<file path="src/rtl/ternary_lift.sv">
// ternary_lift: lifts 700 packed two-bit mod-3 coefficients to Q_BITS-wide
// mod-q coefficients and streams them over valid/ready, then pads with zeros
// up to N coefficients so the multiplier sees a full polynomial.
// Optional feature macro: TERNARY_LIFT_CHK_EN (flags code 11 as illegal via err).
module ternary_lift #(
  parameter int Q_BITS = 13,
  parameter int N_TERN = 700,
  parameter int N      = 701
) (
  input  logic                clk,
  input  logic                rst,
  input  logic                start,
  input  logic [2*N_TERN:1]   tern_in,
  output logic [Q_BITS-1:0]   coef_out,
  output logic [9:0]          coef_idx,
  output logic                coef_valid,
  input  logic                coef_ready,
  output logic                done,
  output logic                busy,
  output logic                err
);

  typedef enum logic [1:0] {
    S_IDLE   = 2'd0,
    S_STREAM = 2'd1,
    S_PAD    = 2'd2,
    S_DONE   = 2'd3
  } state_t;

  localparam logic [9:0] LAST_TERN = 10'(N_TERN - 1);
  localparam logic [9:0] LAST_ALL  = 10'(N - 1);
  localparam bit         HAS_PAD   = (N > N_TERN);

  state_t              state, state_nxt;
  logic [2*N_TERN:1]   sreg;
  logic [9:0]          idx;
  logic                accept;
  logic                last_beat;
  logic                load;

  // Map one two-bit ternary code to its mod-q representative.
  function automatic logic [Q_BITS-1:0] lift(input logic [1:0] code);
    logic [Q_BITS-1:0] r;
    case (code)
      2'b00:   r = '0;
      2'b01:   r = Q_BITS'(1);
      2'b10:   r = '1;
`ifdef TERNARY_LIFT_CHK_EN
      default: r = '0;   // illegal code lifts to zero
`else
      default: r = '1;   // bit 1 dominates: treated as code 2
`endif
    endcase
    return r;
  endfunction

  // State register.
  // NOTE: sequential blocks use non-blocking (<=) so every flop samples pre-edge values.
  always_ff @(posedge clk) begin
    if (rst) state <= S_IDLE;
    else     state <= state_nxt;
  end

  // Next-state decode and handshake outputs, all derived from registered state.
  // NOTE: every output of this block gets a default first, so no latch is inferred.
  always_comb begin
    state_nxt  = state;
    coef_valid = 1'b0;
    coef_out   = '0;
    busy       = 1'b0;
    done       = 1'b0;
    load       = 1'b0;
    last_beat  = 1'b0;
    case (state)
      S_IDLE: begin
        if (start) begin
          load      = 1'b1;
          state_nxt = S_STREAM;
        end
      end
      S_STREAM: begin
        coef_valid = 1'b1;
        busy       = 1'b1;
        coef_out   = lift(sreg[2:1]);
        if (coef_ready && idx == LAST_TERN) begin
          last_beat = !HAS_PAD;
          state_nxt = HAS_PAD ? S_PAD : S_DONE;
        end
      end
      S_PAD: begin
        coef_valid = 1'b1;
        busy       = 1'b1;
        if (coef_ready && idx == LAST_ALL) begin
          last_beat = 1'b1;
          state_nxt = S_DONE;
        end
      end
      S_DONE: begin
        done      = 1'b1;
        state_nxt = S_IDLE;
      end
      default: state_nxt = S_IDLE;
    endcase
  end

  assign accept   = coef_valid & coef_ready;
  assign coef_idx = idx;

  // Coefficient shift register and beat counter; both hold while the consumer stalls.
  // NOTE: sreg is a plain register bank (not a RAM), so resetting it is legal and keeps
  // coef_out deterministic straight out of reset.
  always_ff @(posedge clk) begin
    if (rst) begin
      sreg <= '0;
      idx  <= '0;
    end else if (load) begin
      sreg <= tern_in;
      idx  <= '0;
    end else if (accept) begin
      if (state == S_STREAM) sreg <= {2'b00, sreg[2*N_TERN:3]};
      // Return to zero after the final beat so idx never passes N-1.
      if (last_beat) idx <= '0;
      else           idx <= idx + 10'd1;
    end
  end

`ifdef TERNARY_LIFT_CHK_EN
  // Sticky illegal-code flag: set on accepting a code-11 beat, cleared by start.
  always_ff @(posedge clk) begin
    if (rst)                                                   err <= 1'b0;
    else if (load)                                             err <= 1'b0;
    else if (accept && state == S_STREAM && sreg[2:1] == 2'b11) err <= 1'b1;
  end
`else
  assign err = 1'b0;
`endif

endmodule

</file>
<file path="config.mk">
export PLATFORM = sky130hd
export DESIGN_NAME = ternary_lift
export DESIGN_NICKNAME = d
export VERILOG_FILES = /design/src/rtl/ternary_lift.sv
export SDC_FILE = /design/constraint.sdc
export NUM_CORES = 2
export LEC_CHECK = 0
export ABC_CLOCK_PERIOD_IN_PS = 2100
export BUFFER_PORTS_ARGS = -buffer_cell sky130_fd_sc_hd__buf_4
export CAP_MARGIN = 40
export CORE_AREA = 2 2 550 552
export CTS_CLUSTER_SIZE = 40
export DETAILED_ROUTE_END_ITERATION = 10
export DIE_AREA = 0 0 552 554
export GPL_TIMING_DRIVEN = 0
export PLACE_DENSITY = 0.45
export RECOVER_POWER = 100
export SETUP_SLACK_MARGIN = 0.2
export SLEW_MARGIN = 20
export SYNTH_ARGS = -nofsm -noshare
export SYNTH_HDL_FRONTEND = slang
export SYNTH_SLANG_ARGS = --single-unit
</file>
<file path="constraint.sdc">
create_clock -name clk -period 2.1 [get_ports clk]
set_input_delay 0.42 -clock clk [delete_from_list [all_inputs] [get_ports clk]]
set_output_delay 0.42 -clock clk [all_outputs]
set_load 0.005 [all_outputs]
</file>
# Word level (Yosys, flattened, before mapping)
# Cells that the tools add are included.
# word_totals
ff_bits,1412
latch_bits,0
mem_bits_rw,0
rom_bits,0
input_bits,1404
output_inout_bits,27
word_cells,40
n_memories,0
# classes
addsub,1
n_mul,0
div_mod_pow,0
n_lt_le_gt_ge,0
n_eq_ne,9
shifts,0
n_mux,16
bitwise,1
reduce_logical,10
# op_table
op,count
$mux 1400,3
$pmux 13 s2,1
$eq 10x10->1 const B,2
$mux 13,1
$add 10x1->10 const B,1
$mux 10,1
$pmux 2 s4,1
$mux 1,6
$mux 2,3
$ne 2x2->1 const B,3
$eq 2x1->1 const B,2
$eq 2x2->1 const B,2
$logic_not 2->1,2
$reduce_bool 2->1,2
$reduce_or 2->1,2
$reduce_and 3->1,1
$logic_and 1x1->1,2
$reduce_and 2->1,1
$and 1x1->1,1

# Logic depth before layout (Yosys ltp)
# logic_depth
depth_word,6
depth_mapped,9
depth_no_buf,6

# Worst setup path after synthesis
# OpenSTA, ideal clock, no wires.
# synth_timing
kind,reg-to-reg
from,register state[1]
to,register sreg[1315] (netlist bit)
setup_time_ns,0.091
t_arrival_ns,1.926
required_time_ns,2.009
path_slack_ns,0.083
path_stages_with_launch,10
path_buffers,3
synth_period_minus_slack_ns,2.017
cell_sequence,dfxtp_1 -> inv_1 -> ha_1 -> nand2_1 -> o21ai_2 -> buf_2 -> buf_4 -> buf_2 -> nor2_1 -> a311oi_1
# synth_between
elab_chain_len,6
word_cells_on_any_way,11
classes_between,eq/ne (2); mux (3); bitwise (1); reduce/logical (5)
# synth_lines
item,line_no,rtl
start: declaration,34,"state_t state, state_nxt;"
start signal: assignment,61,else state <= state_nxt;
$eq 2x1->1 or $eq 2x2->1 (tied branches),-,
$reduce_or 2->1 (no source line) *,-,
$mux 1 *,-,
via busy,19,"output logic busy,"
$and 1x1->1 *,106,assign accept = coef_valid & coef_ready;
$reduce_bool 2->1 (no source line) *,-,
$reduce_and 2->1 (no source line) *,-,
end signal: assignment,117,sreg <= tern_in;
end signal: assignment,120,"if (state == S_STREAM) sreg <= {2'b00, sreg[2*N_TERN:3]};"
end: declaration,35,logic [2*N_TERN:1] sreg;
# Mark *: on every way through the listed nets, which the timed path passes. The rest lies on a longest branch.
# A chain may end at the register's enable or synchronous reset.

# Final worst setup path
# layout_timing
from,register state[0]
to,register sreg[738] (netlist bit)
# layout_between
elab_chain_len,6
word_cells_on_any_way,11
classes_between,eq/ne (2); mux (3); bitwise (1); reduce/logical (5)
# layout_lines
item,line_no,rtl
$eq 2x1->1 or $eq 2x2->1 (tied branches),"74, 120",
$reduce_or 2->1 (no source line),-,
$mux 1,74,case (state)
$and 1x1->1,106,
$reduce_bool 2->1 (no source line),-,
$reduce_and 2->1 (no source line),-,
# Parallel ways exist; a longest one is shown, timed or not.

==> results.ini <==
[finish]
fin_area_sq_um=103000
regArea_sq_um=28300
area_growth_pct=71.6
nFillCells=31200
final_cell_mix=nand2_1 (2788), buf_4 (1526), dfxtp_1 (1410), dlygate4sd3_1 (1401), nor2_1 (1391)
nets=12500
final_cell_count_no_fill=15300
multi_input_area_sq_um=29300
drive_gt1_share_pct=23.0
mostFrequentLayoutCell=nand2_1

[critical_path]
crit_type=register to register
crit_top_cell=buf_12
setup.worst_path.end_class=register
worst_path_largest_cell_delay_ns=0.38
crit_fanout=7
crit_path_cell_trace=inv_4 -> ha_4 -> nand2_4 -> o21ai_4 -> buf_12 -> buf_12 -> buf_16 -> buf_12 -> clkbuf_16 -> buf_4 -> buf_12 -> a311oi_1
cp.arrival_ns=2.93
crit_required_ns=2.75
cpMaxStageDelayCell=dfxtp_4
crit_path_start_kind=register

[detailed_routing]
drtIter0Drc=5177
dr.pass1.iters=7
drc=0
routed-wl-met3_um=18900
num_vias=71900
avgRoutedWirePerCell_um=21.4
via_per_inst=4.70
wl_met2_um=157000
met1Wirelength_um=134000
drtAntennaViolNets=0
drt-total-wl_um=327000
highest_layer=met5

[power]
power_density_nw_per_um2=1290
peakVddDrop_uv=725
p_leak_nw=40.4

[placed_design]
port_buffers=1428
gp_congestion=1.00
dp_hpwl_um=240000
dpl.cell_count=13300
place_area_sq_um=76300

[cts]
cts_tree=done
clockBufferDepth=4
cts.sinks=1412
worstSkewPairLatency_ns=0.84
clk_pin_slew_ns=0.06
tritoncts.num_buffers=175
htree_levels=4
cts-root-buf=clkbuf_16

[logic_synthesis]
ys_types=35
syn_nets=9282
syn_avg_cell_area_sq_um=7.65
synth_async_sr_flop_share_pct=0
yosysSeqAreaShare_pct=47.0
synth_flop_cell=dfxtp_1
synth-warning-count=0
synth_seq_cells=1412
synth-edff-count=0
synth_area_sq_um=60200
netlist_instances=7871

[status]
outcome=finished, violations left
failed_checks=setup timing

[global_routing]
grt_max_degree=13
grt_pass1_vias=71300
overflow=0
grt_antenna_before_repair=161
grt_pass1_wl_um=467000
grt_use_total_pct=20.0

[die]
core_area_sq_um=299000
die_y_um=554
initial_core_util_pct=20.1
die-width_um=552
fp-row-count=201
dieArea_sq_um=306000
num_io_pins=1431

[timing]
fin_skew_ns=0.0438
holdWs_ns=0.124
finalHoldViolCount=0
worst_pin_slew_ns=0.815
rsz0062_at_grt=true
setup_tns_ns=-74.72
drv_slew=0
max_slew_margin_pct=45.6
fin_crit_ns=2.28
fmax_ghz=0.439
final.period_utilization_pct=108
setup_viol_count_final=1257
worst_slack_ns=-0.178

[job]
cap_violations=0

[min_path]
hold_class=input pin to register

[worst max-delay path: cells and delay by family (launching register included)]
family          cells  cell delay [ns]
flops               1             0.38
compound gates      2             0.22
fa+ha+maj           1             0.28
buf+inv             8             1.11
simple gates        1             0.05
[where the power goes]
group	internal, W	leakage, nW	total (W)	switching, W
registers	0.0369	11.7	0.0422	0.00533
clock network	0.0179	2.81	0.0306	0.0128
logic	0.0273	25.9	0.0606	0.0333
total	0.0820	40.4	0.133	0.0514
[through the flow]
stage | setup WS (ns) | total power [W] | util (%)
2_1_floorplan | 0.180 | 0.0708 | -
3_3_place_gp | -3.10 | 0.0854 | 25.4
3_5_place_dp | -1.68 | 0.0864 | 25.5
4_1_cts | -0.253 | 0.128 | 33.4
5_1_grt | -0.262 | 0.142 | 34.5
6_report | -0.178 | 0.133 | 34.5
[final timing paths]
kind | depth (start not counted) | from | slack (ns) | endpoint
hold / removal | 4 | start | 0.12 | state[0]$_SDFFE_PP0P_
hold reg to reg | 2 | sreg[1365]$_SDFFE_PP0P_ | 0.45 | sreg[1363]$_SDFFE_PP0P_
setup reg to reg | 12 | state[0]$_SDFFE_PP0P_ | -0.18 | sreg[738]$_SDFFE_PP0P_
setup / recovery | 12 | state[0]$_SDFFE_PP0P_ | -0.18 | sreg[738]$_SDFFE_PP0P_
[cells in the mapped netlist, drive strengths merged (2+ instances only)]
library cell | count | area share (%)
nand4 | 3 | 0.031
ha | 7 | 0.15
nand2 | 2802 | 17
and2 | 2 | 0.021
a311oi | 1398 | 20
o21ai | 2 | 0.023
inv | 7 | 0.044
nor2 | 1413 | 8.8
nand2b | 2 | 0.021
xnor2 | 6 | 0.087
buf | 340 | 2.9
nand3 | 4 | 0.033
nor3 | 3 | 0.025
a22oi | 2 | 0.025
clkbuf | 450 | 2.8
xor2 | 3 | 0.044
dfxtp | 1412 | 47
[layout make-up]
type                    instances  share of cell area [%]
multi-input cells            5663                    28.3
well taps                    3958                    4.79
flip-flops and latches       1412                    27.4
plain buffers                 790                    6.09
clock buffers                 255                    4.98
clock inverters                52                   0.541
diodes                        126                   0.305
repair buffers               3016                    27.5
inverters                       7                  0.0303
[per-layer routing]
metal  up-vias  GRT usage, %
li1      34000             -
met1     34600          24.0
met2      2531          34.1
met3       676          3.73
met4        54          10.1
met5         -             0
[registers in the layout, indices dropped and copies added (netlist names)]
register / cells
coef_idx: 10
state: 2
sreg: 1400
[cells by family after synthesis]
group	share of synthesized area [%]
AOI/OAI and AO/OA	20.5
xor gates and xnor gates	0.131
adders and majority gates	0.145
buffers and inverters	5.77
DFF	47.0
muxes	0.0166
other	0.00623
and+or+nand+nor	26.5
[timing repair]
item | CTS | global route
hold buffers | 1401 | 0
setup buffers | 43 | 34
endpoints found under the hold margin | 1402 | 0
cloned | 47 | 45
endpoints found under the setup margin | 1435 | 1435
pin swaps | 57 | 75
gates resized for setup | 661 | 663
(Power assumes the default switching activity.)
